### src/rtl/sub_serial_digit_pkg.sv
// Shared types and helpers for the digit-serial subtractor.
// Holds the FSM state encoding and the digit-count function.
package sub_serial_pkg;

    typedef enum logic [1:0] {
        IDLE = 2'd0,
        RUN  = 2'd1,
        DONE = 2'd2
    } state_t;

    // Number of digit cycles per operation. A zero digit width returns 1 so the
    // elaboration check in the top can report the error cleanly.
    function automatic int n_digits(input int width, input int digit);
        if (digit < 1) begin
            return 1;
        end
        return width / digit;
    endfunction

endpackage

### src/rtl/sub_serial_digit_if.sv
// Operand and result handshake bundle for sub_serial_digit.
// master = operand producer / result consumer, slave = the subtractor.
interface sub_serial_digit_if #(
    parameter int WIDTH = 32
);
    logic             in_valid;
    logic             in_ready;
    logic [WIDTH-1:0] a;
    logic [WIDTH-1:0] b;
    logic             bin;
    logic             out_valid;
    logic             out_ready;
    logic [WIDTH-1:0] diff;
    logic             bout;
    logic             ovf;
    logic             zero;

    modport master (
        output in_valid, a, b, bin, out_ready,
        input  in_ready, out_valid, diff, bout, ovf, zero
    );

    modport slave (
        input  in_valid, a, b, bin, out_ready,
        output in_ready, out_valid, diff, bout, ovf, zero
    );
endinterface

### src/rtl/sub_serial_digit_cell.sv
// Combinational DIGIT-bit subtract with borrow in/out, built as a ripple of
// half-subtractor pairs so its structure mirrors the adder partitions.
module sub_digit_cell #(
    parameter int DIGIT = 4
) (
    input  logic [DIGIT-1:0] i_a,
    input  logic [DIGIT-1:0] i_b,
    input  logic             i_bin,
    output logic [DIGIT-1:0] o_d,
    output logic             o_bout
);

    logic [DIGIT:0] w_borrow;

    assign w_borrow[0] = i_bin;

    // Each bit: first half-subtractor does a - b, second subtracts the incoming borrow.
    for (genvar i = 0; i < DIGIT; i++) begin : g_bit
        logic w_hd;
        logic w_hb1;
        logic w_hb2;

        assign w_hd            = i_a[i] ^ i_b[i];
        assign w_hb1           = ~i_a[i] & i_b[i];
        assign o_d[i]          = w_hd ^ w_borrow[i];
        assign w_hb2           = ~w_hd & w_borrow[i];
        assign w_borrow[i + 1] = w_hb1 | w_hb2;
    end

    assign o_bout = w_borrow[DIGIT];

endmodule

### src/rtl/sub_serial_digit.sv
// Digit-serial two's-complement subtractor: diff = a - b - bin, DIGIT bits per
// cycle with the borrow carried in a register between digits.
module sub_serial_digit
    import sub_serial_pkg::*;
#(
    parameter int WIDTH = 32,
    parameter int DIGIT = 4
) (
    input  logic               clk,
    input  logic               rst_n,
    sub_serial_digit_if.slave  bus
);

    localparam int N  = n_digits(WIDTH, DIGIT);
    localparam int CW = (N > 1) ? $clog2(N) : 1;

    if (DIGIT < 1 || (WIDTH % DIGIT) != 0) begin : g_bad_params
        $error("sub_serial_digit: WIDTH must be a positive multiple of DIGIT");
    end

    state_t           r_state;
    logic [WIDTH-1:0] r_a;
    logic [WIDTH-1:0] r_b;
    logic             r_borrow;
    logic [CW-1:0]    r_cnt;
    logic [WIDTH-1:0] r_diff;
    logic             r_bout;
    logic             r_ovf;
    logic             r_zero;
    logic             r_out_valid;
    logic             r_in_ready;

    logic [DIGIT-1:0] w_a_dig;
    logic [DIGIT-1:0] w_b_dig;
    logic [DIGIT-1:0] w_d;
    logic             w_nb;
    logic [WIDTH-1:0] w_diff_next;
    logic             w_last;

    // Pick the current operand digits and splice the new result digit in place.
    always_comb begin
        w_a_dig     = '0;
        w_b_dig     = '0;
        w_diff_next = r_diff;
        for (int k = 0; k < N; k++) begin
            if (r_cnt == CW'(k)) begin
                w_a_dig                         = r_a[k*DIGIT +: DIGIT];
                w_b_dig                         = r_b[k*DIGIT +: DIGIT];
                w_diff_next[k*DIGIT +: DIGIT]   = w_d;
            end
        end
    end

    assign w_last = (r_cnt == CW'(N - 1));

    sub_digit_cell #(
        .DIGIT (DIGIT)
    ) u_cell (
        .i_a    (w_a_dig),
        .i_b    (w_b_dig),
        .i_bin  (r_borrow),
        .o_d    (w_d),
        .o_bout (w_nb)
    );

    always_ff @(posedge clk or negedge rst_n) begin
        if (!rst_n) begin
            r_state     <= IDLE;
            r_a         <= '0;
            r_b         <= '0;
            r_borrow    <= 1'b0;
            r_cnt       <= '0;
            r_diff      <= '0;
            r_bout      <= 1'b0;
            r_ovf       <= 1'b0;
            r_zero      <= 1'b0;
            r_out_valid <= 1'b0;
            r_in_ready  <= 1'b1;
        end else begin
            case (r_state)
                IDLE: begin
                    if (bus.in_valid) begin
                        r_a        <= bus.a;
                        r_b        <= bus.b;
                        r_borrow   <= bus.bin;
                        r_cnt      <= '0;
                        r_in_ready <= 1'b0;
                        r_state    <= RUN;
                    end
                end
                RUN: begin
                    r_diff   <= w_diff_next;
                    r_borrow <= w_nb;
                    // Flags are judged on the completed result, including the last digit.
                    if (w_last) begin
                        r_bout      <= w_nb;
                        r_ovf       <= (r_a[WIDTH-1] != r_b[WIDTH-1]) &&
                                       (w_diff_next[WIDTH-1] != r_a[WIDTH-1]);
                        r_zero      <= (w_diff_next == '0);
                        r_out_valid <= 1'b1;
                        r_state     <= DONE;
                    end else begin
                        r_cnt <= r_cnt + CW'(1);
                    end
                end
                DONE: begin
                    if (bus.out_ready) begin
                        r_out_valid <= 1'b0;
                        r_in_ready  <= 1'b1;
                        r_state     <= IDLE;
                    end
                end
                default: begin
                    r_state     <= IDLE;
                    r_out_valid <= 1'b0;
                    r_in_ready  <= 1'b1;
                end
            endcase
        end
    end

    assign bus.in_ready  = r_in_ready;
    assign bus.out_valid = r_out_valid;
    assign bus.diff      = r_diff;
    assign bus.bout      = r_bout;
    assign bus.ovf       = r_ovf;
    assign bus.zero      = r_zero;

endmodule

### src/flat_wrapper.sv
// flat-port wrapper written by rule: the top's interface ports become plain ports
module sub_serial_digit_flat import sub_serial_pkg::*;
#(
    parameter int WIDTH = 32,
    parameter int DIGIT = 4
)
  (clk, rst_n, bus_in_valid, bus_a, bus_b, bus_bin, bus_out_ready, bus_in_ready, bus_out_valid, bus_diff, bus_bout, bus_ovf, bus_zero);
  sub_serial_digit_if #(.WIDTH(WIDTH)) bus_i ();
  input  logic clk;
  input  logic rst_n;
  input wire logic [$bits(bus_i.in_valid)-1:0] bus_in_valid;
  input wire logic [$bits(bus_i.a)-1:0] bus_a;
  input wire logic [$bits(bus_i.b)-1:0] bus_b;
  input wire logic [$bits(bus_i.bin)-1:0] bus_bin;
  input wire logic [$bits(bus_i.out_ready)-1:0] bus_out_ready;
  output wire logic [$bits(bus_i.in_ready)-1:0] bus_in_ready;
  output wire logic [$bits(bus_i.out_valid)-1:0] bus_out_valid;
  output wire logic [$bits(bus_i.diff)-1:0] bus_diff;
  output wire logic [$bits(bus_i.bout)-1:0] bus_bout;
  output wire logic [$bits(bus_i.ovf)-1:0] bus_ovf;
  output wire logic [$bits(bus_i.zero)-1:0] bus_zero;
  assign bus_i.in_valid = bus_in_valid;
  assign bus_i.a = bus_a;
  assign bus_i.b = bus_b;
  assign bus_i.bin = bus_bin;
  assign bus_i.out_ready = bus_out_ready;
  assign bus_in_ready = bus_i.in_ready;
  assign bus_out_valid = bus_i.out_valid;
  assign bus_diff = bus_i.diff;
  assign bus_bout = bus_i.bout;
  assign bus_ovf = bus_i.ovf;
  assign bus_zero = bus_i.zero;
  sub_serial_digit #(.WIDTH(WIDTH), .DIGIT(DIGIT)) u_core (.clk(clk), .rst_n(rst_n), .bus(bus_i));
endmodule
### config.mk
export PLATFORM = sky130hd
export DESIGN_NAME = sub_serial_digit_flat
export DESIGN_NICKNAME = d
export VERILOG_FILES = /design/src/rtl/sub_serial_digit_pkg.sv /design/src/rtl/sub_serial_digit_if.sv /design/src/rtl/sub_serial_digit_cell.sv /design/src/rtl/sub_serial_digit.sv /design/src/flat_wrapper.sv
export SDC_FILE = /design/constraint.sdc
export NUM_CORES = 1
export LEC_CHECK = 0
export CAP_MARGIN = 5
export CORE_MARGIN = 1.5
export CORE_UTILIZATION = 55
export CTS_BUF_LIST = sky130_fd_sc_hd__clkbuf_4 sky130_fd_sc_hd__clkbuf_8 sky130_fd_sc_hd__clkbuf_16
export DETAILED_ROUTE_END_ITERATION = 16
export GPL_ROUTABILITY_DRIVEN = 0
export PLACE_DENSITY = 0.91
export REMOVE_ABC_BUFFERS = 1
export SYNTH_ARGS = -nofsm -noshare
export SYNTH_HDL_FRONTEND = slang
export SYNTH_SLANG_ARGS = --single-unit
### constraint.sdc
create_clock -name clk -period 10.3 [get_ports clk]
set_input_delay 2.06 -clock clk [delete_from_list [all_inputs] [get_ports clk]]
set_output_delay 2.06 -clock clk [all_outputs]
set_load 0.01 [all_outputs]
==> Word level (Yosys, flattened, before mapping) <==
Index checks and enable logic that the tools add are counted.
Widths: inputs -> output; s select.
{ "word_totals": {"reg_bits": 107, "inputBits": 69, "output_inout_bits": 37, "wordCells": 108} }
{ "op_classes": {"add_sub_neg": 1, "n_eq_ne": 15, "muxes": 39, "bitwise_logic": 30, "reduce_logical": 12} }
{ "ops": {"columns": ["op", "n"], "rows": [
  ["$mux 4", 24],
  ["$logic_not 32->1", 1],
  ["$eq 3x3->1 const B", 4],
  ["$reduce_and 3->1", 4],
  ["$not 1->1", 10],
  ["$and 1x1->1", 8],
  ["$xor 1x1->1", 8],
  ["$eq 3x2->1 const B", 2],
  ["$mux 2", 3],
  ["$mux 3", 2],
  ["$ne 2x2->1 const B", 3],
  ["$pmux 1 s3", 2],
  ["$pmux 2 s3", 1],
  ["$pmux 3 s2", 1],
  ["$reduce_and 2->1", 3],
  ["$mux 1", 5],
  ["$or 1x1->1", 4],
  ["$add 3x1->3 const B", 1],
  ["$eq 3x1->1 const B", 1],
  ["$logic_not 3->1", 1],
  ["$eq 2x1->1 const B", 1],
  ["$eq 2x2->1 const B", 1],
  ["$logic_not 2->1", 1],
  ["$ne 1x1->1", 2],
  ["4 further kinds", 4]
]} }

==> Longest topological paths before layout <==
{ "depth": {"ltp_word": 21, "mapped_depth": 18, "ltp_nobuf": 16} }

==> Hierarchy <==
From an unflattened synthesis, not the netlist that was laid out.
{ "unflattened": {"hier_cells": 433, "hier_area_um2": 5141.2} }
{ "by_module_without_submodules": {"columns": ["module", "n_inst", "cells_each", "area_per_inst_um2", "seq_area_each_um2"], "rows": [
  ["sub_serial_digit", 1, 419, 5023.6, 2678.8],
  ["sub_digit_cell", 1, 14, 117.6, 0.0]
]} }

==> Least setup slack after synthesis <==
OpenSTA, ideal clock, no wires.
{ "synth_timing": {"path_kind": "flip-flop to flip-flop", "startpoint": "reg u_core.r_cnt[2]", "endpoint": "reg u_core.r_zero, in the netlist u_core.bus.zero", "setup_time_ns": 0.092, "arrival_time_ns": 4.679, "t_required_ns": 10.208, "setup_slack_ns": 5.529, "path_stages_with_launch": 17, "n_path_buf": 2, "period_less_slack_ns": 4.771, "path_cell_list": "dfrtp_1 > buf_6 > inv_1 > buf_1 > ha_1 > nor2_1 > o211ai_1 > a32oi_1 > o31a_1 > fa_1 > fa_1 > fa_1 > fa_1 > nor4_1 > o21ai_0 > or4_1 > o31ai_2"} }
{ "synth_via": {"elab_chain_len": 20, "word_cells_on_any_way": 57, "cone_classes": "7 x eq/ne; 24 x mux; 23 x bitwise; 3 x reduce/logical"} }
{ "synth_lines": {"columns": ["element", "line", "source"], "rows": [
  ["from (decl)", "sub_serial_digit.sv:25", "logic [CW-1:0] r_cnt;"],
  ["from (signal assigned)", "sub_serial_digit.sv:103", "r_cnt <= r_cnt + CW'(1);"],
  ["$logic_not 3->1", "sub_serial_digit.sv:46", "if (r_cnt == CW'(k)) begin"],
  ["$mux 4 (8 in a row)", "sub_serial_digit.sv:46", null],
  ["$xor 1x1->1", "sub_serial_digit_cell.sv:23", "assign w_hd = i_a[i] ^ i_b[i];"],
  ["$not 1->1", "sub_serial_digit_cell.sv:26", "assign w_hb2 = ~w_hd & w_borrow[i];"],
  ["$and 1x1->1", "sub_serial_digit_cell.sv:26", null],
  ["$or 1x1->1", "sub_serial_digit_cell.sv:27", "assign w_borrow[i + 1] = w_hb1 | w_hb2;"],
  ["$and 1x1->1", "sub_serial_digit_cell.sv:26", null],
  ["$or 1x1->1", "sub_serial_digit_cell.sv:27", null],
  ["$and 1x1->1", "sub_serial_digit_cell.sv:26", null],
  ["$or 1x1->1", "sub_serial_digit_cell.sv:27", null],
  ["$xor 1x1->1", "sub_serial_digit_cell.sv:25", "assign o_d[i] = w_hd ^ w_borrow[i];"],
  ["$mux 4", "sub_serial_digit.sv:46", null],
  ["$logic_not 32->1", "sub_serial_digit.sv:99", "r_zero <= (w_diff_next == '0);"],
  ["to (signal assigned)", "sub_serial_digit.sv:99", null],
  ["to (decl)", "sub_serial_digit.sv:29", "logic r_zero;"]
]} }
Several ways; a longest one is shown, not always the timed one.
A chain may end at the register's enable or synchronous reset.

==> Worst setup path in the final report <==
Ends and elaborated chain as after synthesis.

==> reports/metrics.csv <==
metric,value,unit
total die area,0.00996,sq mm
max_cap viols,0,
clock sinks,107,
Min-Delay Path Class,flip-flop to flip-flop,
Adder-Cell Fraction of Synth Area,0.0301,
outcome,"finished, final reports clean",
Leakage,0.00257,uW
Synth Area in XOR/XNOR,0,
Peak Freq,0.157,GHz
final setup TNS,0,ps
Root Driver,clkbuf_8,
clock slew at reported path FFs,100,ps
"commonest non-fill, non-tap cell in the layout",dfrtp_1,
Clock Latency Late Sink,370,ps
total number of vias,3969,
DRT Pass-1 Iters,5,
I/O Pins,106,
Post-Syn Area,0.00515,sq mm
CP cell instances,inv_1 -> ha_1 -> nor2_1 -> a32oi_1 -> o22ai_1 -> mux2i_1 -> fa_1 -> fa_1 -> fa_1 -> fa_1 -> nor4_1 -> o21ai_0 -> or4_1 -> o31ai_2,
Worst-Margin Slew,809,ps
crit path capture type,flip-flop,
sequential area share after synthesis,0.520,
#FFs+latches synth,107,
antenna cell count,0,
largest net degree at the start of global routing,69,
nets@finish,606,
port bufs,105,
final period utilization,0.619,
post-synth top area share,0.515,
fin crit period,6370,ps
worst path arrival time,6670,ps
CTS tree,built,
GR Util All Layers,0.261,
initial core utilization,0.563,
global route overflow,0,
Cell variety after synth,48,
slowest CP cell,dfrtp_1,
Critical Path Max Stage Delay,820,ps
most frequent cells in the layout,"dfrtp_1, clkdlybuf4s50_1, mux2_2",
peak supply drop,0.300,mV
warnings from Yosys,0,
Synth area leader,dfrtp_1,
Post-synth EDFFs,0,
Post-CTS Repair Setup Buffers,0,
hold_buf cts,0,
RSZ-0062 raised after global routing,no,
largest cells by area after synthesis,"dfrtp_1, mux2_2, nand2_1",
final wirelength,12300,um
Detail Route Antenna Nets,0,
Util after Layout,0.704,
final setup vio count,0,
"Hold Vio Cnt, Final",0,
ys flop type,dfrtp_1,
Setup CP Type,flip-flop to flip-flop,
pwr/cell area,381,mW/mm^2
area grow syn2layout,25.1,%
vias in the first global route,4067,
skew final,13.0,ps
cell mode on critical path,fa_1,
number of antenna violations at the first check in global routing,0,
DP Wirelength,8510,um
Buf/Inv on CP,1,
syn_area_per_cell,11.8,sq um
cts repair resizes,0,
final hold slack,491,ps
Iter 0 DRT Violations,354,
Worst Path Required,10590,ps
Die Y,99.8,um
Slew headroom,0.461,
Max Transition Viols Final,0,
Post-synth ARST share,1.00,
Avg WL per Cell,19.2,um
largest family of logic cells by synthesized area,multiplexers,
mux contribution to synthesized area,0.217,
CP startpoint kind,flip-flop,
CTS Buffer Depth,2,
Vias/cell,6.17,
Site Rows,35,
Compound-Gate Fraction of Synth Area,0.108,
simple-gate share of the synthesized area,0.0886,
CTS buffer count,9,
Die Wd,99.8,um
layout cell share with drive strength beyond 1,0.226,
core area,0.00915,sq mm
crit-path max FO,22,
synthesized instance count,435,
global-route wire length before repair,20300,um
Crit path max-delay family,adder cells,
CTS H-tree depth,3,
DRC errors left,0,
==> Yosys cell counts, types with 3 or more instances <==
cell type / count
a21oi_1: 25
a31oi_1: 3
a32oi_1: 7
buf_1: 4
buf_2: 7
buf_6: 3
clkbuf_1: 11
dfrtp_1: 106
fa_1: 4
ha_1: 6
inv_1: 11
mux2_2: 95
mux2i_1: 5
nand2_1: 36
nand2b_1: 15
nand3_1: 8
nand3b_1: 4
nor2_1: 14
nor3_1: 5
o211ai_1: 8
o21ai_0: 18
o221ai_1: 4
o22ai_1: 4
o31a_1: 3
==> where the power goes <==
group	total (uW)	internal (uW)	switching, uW
logic	1380	623	756
registers	799	635	164
clock network	282	142	140
==> worst min-delay path, delay by kind of cell (launching register included) <==
family             cells  cell delay [ps]
AOI/OAI and AO/OA      1               60
DFF                    1              350
and+or+nand+nor        1               40
==> metrics by stage <==
stage,cells,total power [uW],setup WS [ps],cell area (sq um)
final,643,2460,3930,6450
after global routing,643,2620,3580,6450
after CTS,643,2440,4140,6450
after detailed placement,627,2130,4260,6230
after global placement,627,2080,4570,6230
after floorplan,407,1650,2520,5010
==> metal layers <==
layer  track usage  part of all wire
met1         0.340              0.39
met2         0.443              0.51
met3        0.0474             0.069
met4        0.0932             0.031
met5             0                 0
==> worst paths after layout <==
check | slack [ps] | cells past startpoint | end | from
min in group asynchronous | 1670 | 1 | u_core.bus.diff[6] | rst_n
worst min register to register | 490 | 2 | u_core.bus.bout | u_core.bus.bout
worst max-delay path | 3930 | 14 | u_core.bus.zero | u_core.r_cnt[2]
max in group asynchronous | 7450 | 2 | u_core.r_b[9] | rst_n
worst min-delay path | 490 | 2 | u_core.bus.bout | u_core.bus.bout
worst max register to register | 3930 | 14 | u_core.bus.zero | u_core.r_cnt[2]
==> registers in the layout, summed over array words and instances, names as in the netlist <==
signal,cells
u_core.bus.ovf,1
u_core.r_b,32
u_core.bus.zero,1
u_core.r_borrow,1
u_core.bus.in_ready,1
u_core.r_state,2
u_core.r_cnt,3
u_core.bus.diff,32
u_core.r_a,32
u_core.bus.bout,1
u_core.bus.out_valid,1
==> cells by family (layout without fill, tap and decap cells) <==
kind of cell    Yosys count  after routing
buf+inv                  39            136
fa+ha+maj                10             10
flops                   107            107
compound gates           85             85
simple gates             94             94
mux                     100            100
==> layout make-up <==
cell class | instances | area [sq um]
multi-input cells | 289 | 2290
clock inverters | 5 | 80.1
well taps | 111 | 139
clock buffers | 11 | 139
fillers | 620 | 2710
repair buffers | 109 | 1080
flip-flops and latches | 107 | 2680
inverters | 11 | 41.3
(Power assumes the default switching activity.)
